`src/rtl/jtag_l2_pkg.sv`:
```
// Shared constants for the JTAG-to-L2 test access port: IR opcodes, DR widths,
// MEMREG field offsets and the TAP controller state encoding.
package jtag_l2_pkg;

  localparam int unsigned IR_LEN = 4;

  localparam logic [IR_LEN-1:0] IR_IDCODE  = 4'b0010;
  localparam logic [IR_LEN-1:0] IR_CONFREG = 4'b0110;
  localparam logic [IR_LEN-1:0] IR_MEMREG  = 4'b0100;
  localparam logic [IR_LEN-1:0] IR_BYPASS  = 4'b1111;
  localparam logic [IR_LEN-1:0] IR_CAPTURE = 4'b0101;

  localparam int unsigned IDCODE_W  = 32;
  localparam int unsigned CONFREG_W = 9;
  localparam int unsigned MEMREG_W  = 66;
  localparam int unsigned BYPASS_W  = 1;

  localparam int unsigned MEM_WE    = 0;
  localparam int unsigned MEM_ADDR  = 1;
  localparam int unsigned MEM_WDATA = 33;
  localparam int unsigned MEM_GO    = 65;

  localparam logic [2:0] SRC_JTAG = 3'b001;

  typedef enum logic [3:0] {
    TLR, RTI,
    SEL_DR, CAP_DR, SHIFT_DR, EXIT1_DR, PAUSE_DR, EXIT2_DR, UPD_DR,
    SEL_IR, CAP_IR, SHIFT_IR, EXIT1_IR, PAUSE_IR, EXIT2_IR, UPD_IR
  } tap_state_e;

endpackage

```
`src/rtl/jtag_l2_tap.sv`:
```
// IEEE 1149.1 TAP: state machine, instruction register, IDCODE/CONFREG/MEMREG/BYPASS
// data registers and the falling-edge TDO driver. Runs entirely on TCK.
module jtag_l2_tap
  import jtag_l2_pkg::*;
#(
  parameter logic [31:0] IDCODE_VAL = 32'h1010_2001,
  parameter int unsigned IR_W       = IR_LEN
) (
  input  logic                tck,
  input  logic                trst_n,
  input  logic                tms,
  input  logic                tdi,
  output logic                tdo,
  input  logic [MEMREG_W-1:0] mem_capture,
  output logic [MEMREG_W-1:0] mem_shift,
  output logic                mem_update,
  output logic                tlr,
  output logic                jtag_sel
);

  tap_state_e state, next_state;
  logic [IR_W-1:0]      ir, ir_shift;
  logic [MEMREG_W-1:0]  dr;
  logic [CONFREG_W-1:0] confreg;

  always_ff @(posedge tck or negedge trst_n) begin
    if (!trst_n) state <= TLR;
    else         state <= next_state;
  end

  always_comb begin
    next_state = state;
    unique case (state)
      TLR:      next_state = tms ? TLR      : RTI;
      RTI:      next_state = tms ? SEL_DR   : RTI;
      SEL_DR:   next_state = tms ? SEL_IR   : CAP_DR;
      CAP_DR:   next_state = tms ? EXIT1_DR : SHIFT_DR;
      SHIFT_DR: next_state = tms ? EXIT1_DR : SHIFT_DR;
      EXIT1_DR: next_state = tms ? UPD_DR   : PAUSE_DR;
      PAUSE_DR: next_state = tms ? EXIT2_DR : PAUSE_DR;
      EXIT2_DR: next_state = tms ? UPD_DR   : SHIFT_DR;
      UPD_DR:   next_state = tms ? SEL_DR   : RTI;
      SEL_IR:   next_state = tms ? TLR      : CAP_IR;
      CAP_IR:   next_state = tms ? EXIT1_IR : SHIFT_IR;
      SHIFT_IR: next_state = tms ? EXIT1_IR : SHIFT_IR;
      EXIT1_IR: next_state = tms ? UPD_IR   : PAUSE_IR;
      PAUSE_IR: next_state = tms ? EXIT2_IR : PAUSE_IR;
      EXIT2_IR: next_state = tms ? UPD_IR   : SHIFT_IR;
      UPD_IR:   next_state = tms ? SEL_DR   : RTI;
      default:  next_state = TLR;
    endcase
  end

  // One shared shift register; shorter DRs insert TDI at their own MSB.
  always_ff @(posedge tck or negedge trst_n) begin
    if (!trst_n) begin
      ir       <= IR_IDCODE;
      ir_shift <= '0;
      dr       <= '0;
      confreg  <= '0;
    end else begin
      unique case (state)
        TLR: begin
          ir      <= IR_IDCODE;
          confreg <= '0;
        end
        CAP_IR:   ir_shift <= IR_CAPTURE;
        SHIFT_IR: ir_shift <= {tdi, ir_shift[IR_W-1:1]};
        UPD_IR:   ir       <= ir_shift;
        CAP_DR: begin
          case (ir)
            IR_IDCODE:  dr <= {{(MEMREG_W-IDCODE_W){1'b0}}, IDCODE_VAL};
            IR_CONFREG: dr <= {{(MEMREG_W-CONFREG_W){1'b0}}, confreg};
            IR_MEMREG:  dr <= mem_capture;
            default:    dr <= '0;
          endcase
        end
        SHIFT_DR: begin
          case (ir)
            IR_IDCODE:  dr <= {{(MEMREG_W-IDCODE_W){1'b0}}, tdi, dr[IDCODE_W-1:1]};
            IR_CONFREG: dr <= {{(MEMREG_W-CONFREG_W){1'b0}}, tdi, dr[CONFREG_W-1:1]};
            IR_MEMREG:  dr <= {tdi, dr[MEMREG_W-1:1]};
            default:    dr <= {{(MEMREG_W-BYPASS_W){1'b0}}, tdi};
          endcase
        end
        UPD_DR: if (ir == IR_CONFREG) confreg <= dr[CONFREG_W-1:0];
        default: ;
      endcase
    end
  end

  always_ff @(negedge tck or negedge trst_n) begin
    if (!trst_n)                tdo <= 1'b0;
    else if (state == SHIFT_IR) tdo <= ir_shift[0];
    else if (state == SHIFT_DR) tdo <= dr[0];
    else                        tdo <= 1'b0;
  end

  assign mem_shift  = dr;
  assign mem_update = (state == UPD_DR) && (ir == IR_MEMREG);
  assign tlr        = (state == TLR);
  assign jtag_sel   = (confreg[3:1] == SRC_JTAG);

endmodule

```
`config.mk`:
```
export PLATFORM = sky130hd
export DESIGN_NAME = jtag_l2_tap
export DESIGN_NICKNAME = d
export VERILOG_FILES = /design/src/rtl/jtag_l2_pkg.sv /design/src/rtl/jtag_l2_tap.sv
export SDC_FILE = /design/constraint.sdc
export NUM_CORES = 1
export LEC_CHECK = 0
export CAP_MARGIN = 10
export CORE_MARGIN = 4
export CORE_UTILIZATION = 39
export DETAILED_ROUTE_END_ITERATION = 10
export GPL_TIMING_DRIVEN = 0
export PLACE_DENSITY = 0.65
export SYNTH_ARGS = -nofsm -noshare
export SYNTH_HDL_FRONTEND = slang
export SYNTH_SLANG_ARGS = --single-unit
```
`constraint.sdc`:
```
create_clock -name tck -period 4.7 [get_ports tck]
set_clock_uncertainty 0.05 [all_clocks]
set_input_delay 0.94 -clock tck [delete_from_list [all_inputs] [get_ports tck]]
set_output_delay 0.94 -clock tck [all_outputs]
set_load 0.1 [all_outputs]
```
* Word-level counts from Yosys, hierarchy flattened
Index checks and enable logic that the tools add are counted.
Cells by class: mux-type cells 22, equality and inequality tests 20, $mul 0, reduce and logical (&&, ||, !) cells 10, bitwise logic cells 0, div/mod/pow operators 0, shift-type cells 0, order comparisons 0, add/subtract/negate cells 0
Operators with widths (count):
- $pmux 66 s3 | 2
- $pmux 66 s2 | 1
- $pmux 4 s12 | 1
- $eq 4x4->1 const B | 8
- $eq 4x3->1 const B | 6
- $pmux 9 s2 | 1
- $mux 4 | 4
- $pmux 4 s2 | 2
- $eq 4x2->1 const B | 3
- $mux 9 | 1
- $reduce_bool 2->1 | 4
- $mux 2 | 3
- $mux 3 | 2
- $mux 1 | 5
- $eq 4x1->1 const B | 1
- $logic_not 4->1 | 1
- $reduce_or 2->1 | 2
- $eq 3x1->1 const B | 1
- $reduce_or 3->1 | 1
- $ne 2x2->1 const B | 1
- $reduce_and 2->1 | 1
- $logic_and 1x1->1 | 1
Storage, ports and cells: word-level logic and storage cells 58, output and inout bits 70, register bits 88, memory bits (read-only) 0, memories kept 0, bits in latches 0, input bits 70, memory bits (writable) 0

* Longest topological paths before layout
Gate-level depths: netlist of the first run.
depth in word-level cells 3, depth in mapped cells 7, gate-level depth less buffers 4

==> impl_results.md, run 1 <==
* Critical Path RT at 3.71 ns
* Post-DP HPWL at between 9000 and 10000 um
* Final Hold Vio Count at 0
* Die height at roughly 110 um
* Post-synthesis cell type count at 50
* First-pass GRT wire length at 19600 um
* Fillers at slightly below 1000
* Most crowded layer after global routing: met2
* Worst Tran Pin Value at 1.02 ns
* WP buf/inv at 1
* Status: completed
* Vias/cell at 5.28
* Critical Path Source Type: flop
* GRT Residual Overflow at 0
* Syn_nets at 520
* Wirelength per Cell at ~17 um
* Mapped Cells at 450
* Root buf cell: clkbuf_8
* Port bufs at 139
* FP Rows at 38
* Seq/Total Area, Yosys at 0.505
* CTS clk-pin slew, worst paths at 0.08 ns
* Total CTS buffers at 9
* Routing usage on met1 at 0.255
* Drt pass-1 iters at 5
* Slew HR at 0.318
* Initial DRC Count at 310
* RSZ-0062 raised after global routing: false
* Power Dens Cells at 497 mW/mm^2
* MaxCap Viol Count at 0
* Mapped Area at between 0.004 and 0.005 mm^2
* Initial antenna violation count at 0
* Critical path's slowest cell: clkdlybuf4s15_2
* P&R area growth vs syn at 41.8%
* H-tree depth at 3
* Die X at 114 um
* Met3 usage at 0.0249
* Inserted Diodes at 0
* Area contributors post-synth: dfrtp_1 (49%), nand2_1 (7.9%), mux2i_1 (7.8%)
* HP Class: flop to flop
* Clk_lat worst skew at 0.35 ns
* Crit-path max cell delay at between 0.5 and 0.6 ns
* Leading area contributor after synthesis: dfrtp_1
* Crit-path max FO at 1
* Placed Area at 0.00596 mm^2
* Pins Over Slew Limit at 0
* Vias at 3930
* Final nets at between 600 and 700
* Worst hold start: confreg[0]
* Share of cells above drive strength 1 at 0.0778
* Largest net degree at the start of global routing at 47
* Critical path, cell by cell: clkdlybuf4s15_2
* Residual DRC at 0
* Top Ports at 140
* # clock sinks at 88
* Initial Utilization at 0.401
* Worst hold endpoint: confreg[0]
* Grt met2 use at 0.309
* Area of the multi-input gates at 0.00198 mm^2
* Area of the core at 0.0109 mm^2
* Worst EP arrival at 3.63 ns
* Number of global-route vias before repair at 3856
* Syn_area_per_cell at 9.69 um^2
* Worst r2r src: state[0]
* Top FF cell, synth: dfrtp_1
* Warnings from Yosys at 0
* R2R Setup Slk at 0.59 ns
* Post-DRT Antenna Nets at 0
* Crit Path Category: flop to primary output
* Post-synthesis async set-or-reset flop share at 1.00
* Clock Path Buffers at 2
* Finish-stage setup viols at 0
* Leakage power at 2.69 nW
* Die ar. at 0.0129 mm^2
* Largest delay share family, worst path: buffers and inverters
* Final GP Congestion at 0.803
* Area share of the largest cell type after synthesis at 0.493
* Hold path depth at 2
* Fin area at 0.00618 mm^2
* VDD IR max at approximately 0.32 mV
* #FFs+latches synth at around 90
* GRT Util Overall at 0.188
* R2R depth at 5
* WHS at ~0.44 ns
* Total Wirelength at 12400 um
* Worst R2R End: tdo
* CTS Hold Bufs at 0
* Endpoint type of the worst setup path: primary output
* EDFF count, synth at 0
* CTS tree: yes
* FF/Latch Area at around 0.0022 mm^2
-- how the worst max path moves through the flow --
stage,startpoint,slack [ns],depth (start not counted),end
final,tdo,0.08,1,tdo
after global routing,tdo,0.03,1,tdo
after CTS,tdo,0.05,1,tdo
after detailed placement,tdo,-0.13,1,tdo
after global placement,trst_n,-2.81,1,tdo
after floorplan,tdo,0.41,0,tdo
-- synth_stat cells, types with 2 or more instances --
cell and instances:
mux2i_1 34, nor2_1 10, mux2_2 11, dfrtp_1 86
buf_2 7, clkbuf_1 21, a22oi_1 27, o21ai_1 16
a221o_1 2, nand3_1 2, o21ai_0 66, buf_6 3
nand2b_1 4, nand4_1 2, o22ai_1 5, buf_4 2
nand2_1 92, and3_1 2, a22o_1 4, inv_1 2
a21oi_1 13, buf_1 4, and2_1 2, nor2b_1 7
-- registers in the layout, indices dropped and copies added, names as in the netlist --
name       count
confreg        9
ir             4
ir_shift       4
mem_shift     66
state          4
tdo            1
-- layer usage --
metal  up-vias  share of wire
li1       1903              -
met1      1903           0.45
met2       111           0.48
met3        13          0.046
met4         0          0.017
met5         -              0
-- final cells by class --
type / count / area share
buffer: 37 / 0.0287
tap: 140 / 0.0283
clock buffer: 10 / 0.0206
sequential: 88 / 0.356
inverter: 2 / 0.00121
multi-input combinational: 323 / 0.320
timing repair buffer: 140 / 0.229
clock inverter: 4 / 0.0154
-- kinds of logic after synthesis --
group | after synthesis | synth area share
xor gates and xnor gates | 1 | 0.00201
DFF | 88 | 0.505
buffers and inverters | 39 | 0.0425
AOI/OAI and AO/OA | 145 | 0.205
muxes | 45 | 0.106
and+or+nand+nor | 132 | 0.139
-- cell usage in the layout, fill, tap and decap left out, types with 3 or more instances in the layout --
master	instances
a21oi_1	13
a22o_1	4
a22oi_1	27
buf_1	4
buf_2	7
buf_4	3
buf_6	3
bufinv_16	3
clkbuf_1	22
clkbuf_8	9
clkdlybuf4s50_1	137
dfrtp_1	86
mux2_2	11
mux2i_1	34
nand2_1	92
nand2b_1	4
nor2_1	10
nor2b_1	7
o21ai_0	66
o21ai_1	16
o22ai_1	5
-- per-stage QoR --
stage | TNS [ns] | cells | power [mW] | worst slack, ns | util
finish | 0 | 744 | 3.07 | 0.0782 | 0.568
detailed placement | -0.132 | 730 | 2.48 | -0.132 | 0.547
global route | 0 | 744 | 3.24 | 0.0327 | 0.568
CTS | 0 | 744 | 3.09 | 0.0533 | 0.568
global placement | -56.17 | 729 | 2.46 | -2.81 | 0.545
floorplan | 0 | 450 | 2.06 | 0.411 | -
-- power breakdown --
| part | internal (mW) | switching, mW | total, mW |
|---|---|---|---|
| logic | 0.480 | 1.04 | 1.52 |
| registers | 0.854 | 0.0917 | 0.946 |
| clock network | 0.347 | 0.260 | 0.607 |
-- repair_timing --
action                     in CTS  in global routing
resized for setup               3                  0
setup endpoints to repair       1                  0
setup buffers                   0                  0
(Power assumes the default switching activity.)
==> run 2: changes to the inputs <==
--- a/config.mk
+++ b/config.mk
@@ -9,6 +9,7 @@
 export CORE_MARGIN = 4
 export CORE_UTILIZATION = 39
 export DETAILED_ROUTE_END_ITERATION = 10
+export GPL_ROUTABILITY_DRIVEN = 0
 export GPL_TIMING_DRIVEN = 0
 export PLACE_DENSITY = 0.65
 export SYNTH_ARGS = -nofsm -noshare
==> results of run 2 <==
Same layout as run 1: the final DEF is identical, and so are final timing and power.
==> run 3: changes to the inputs <==
--- a/config.mk
+++ b/config.mk
@@ -5,7 +5,6 @@
 export SDC_FILE = /design/constraint.sdc
 export NUM_CORES = 1
 export LEC_CHECK = 0
-export CAP_MARGIN = 10
 export CORE_MARGIN = 4
 export CORE_UTILIZATION = 39
 export DETAILED_ROUTE_END_ITERATION = 10
==> results of run 3 <==
Same layout as run 1: the final DEF is identical, and so are final timing and power.
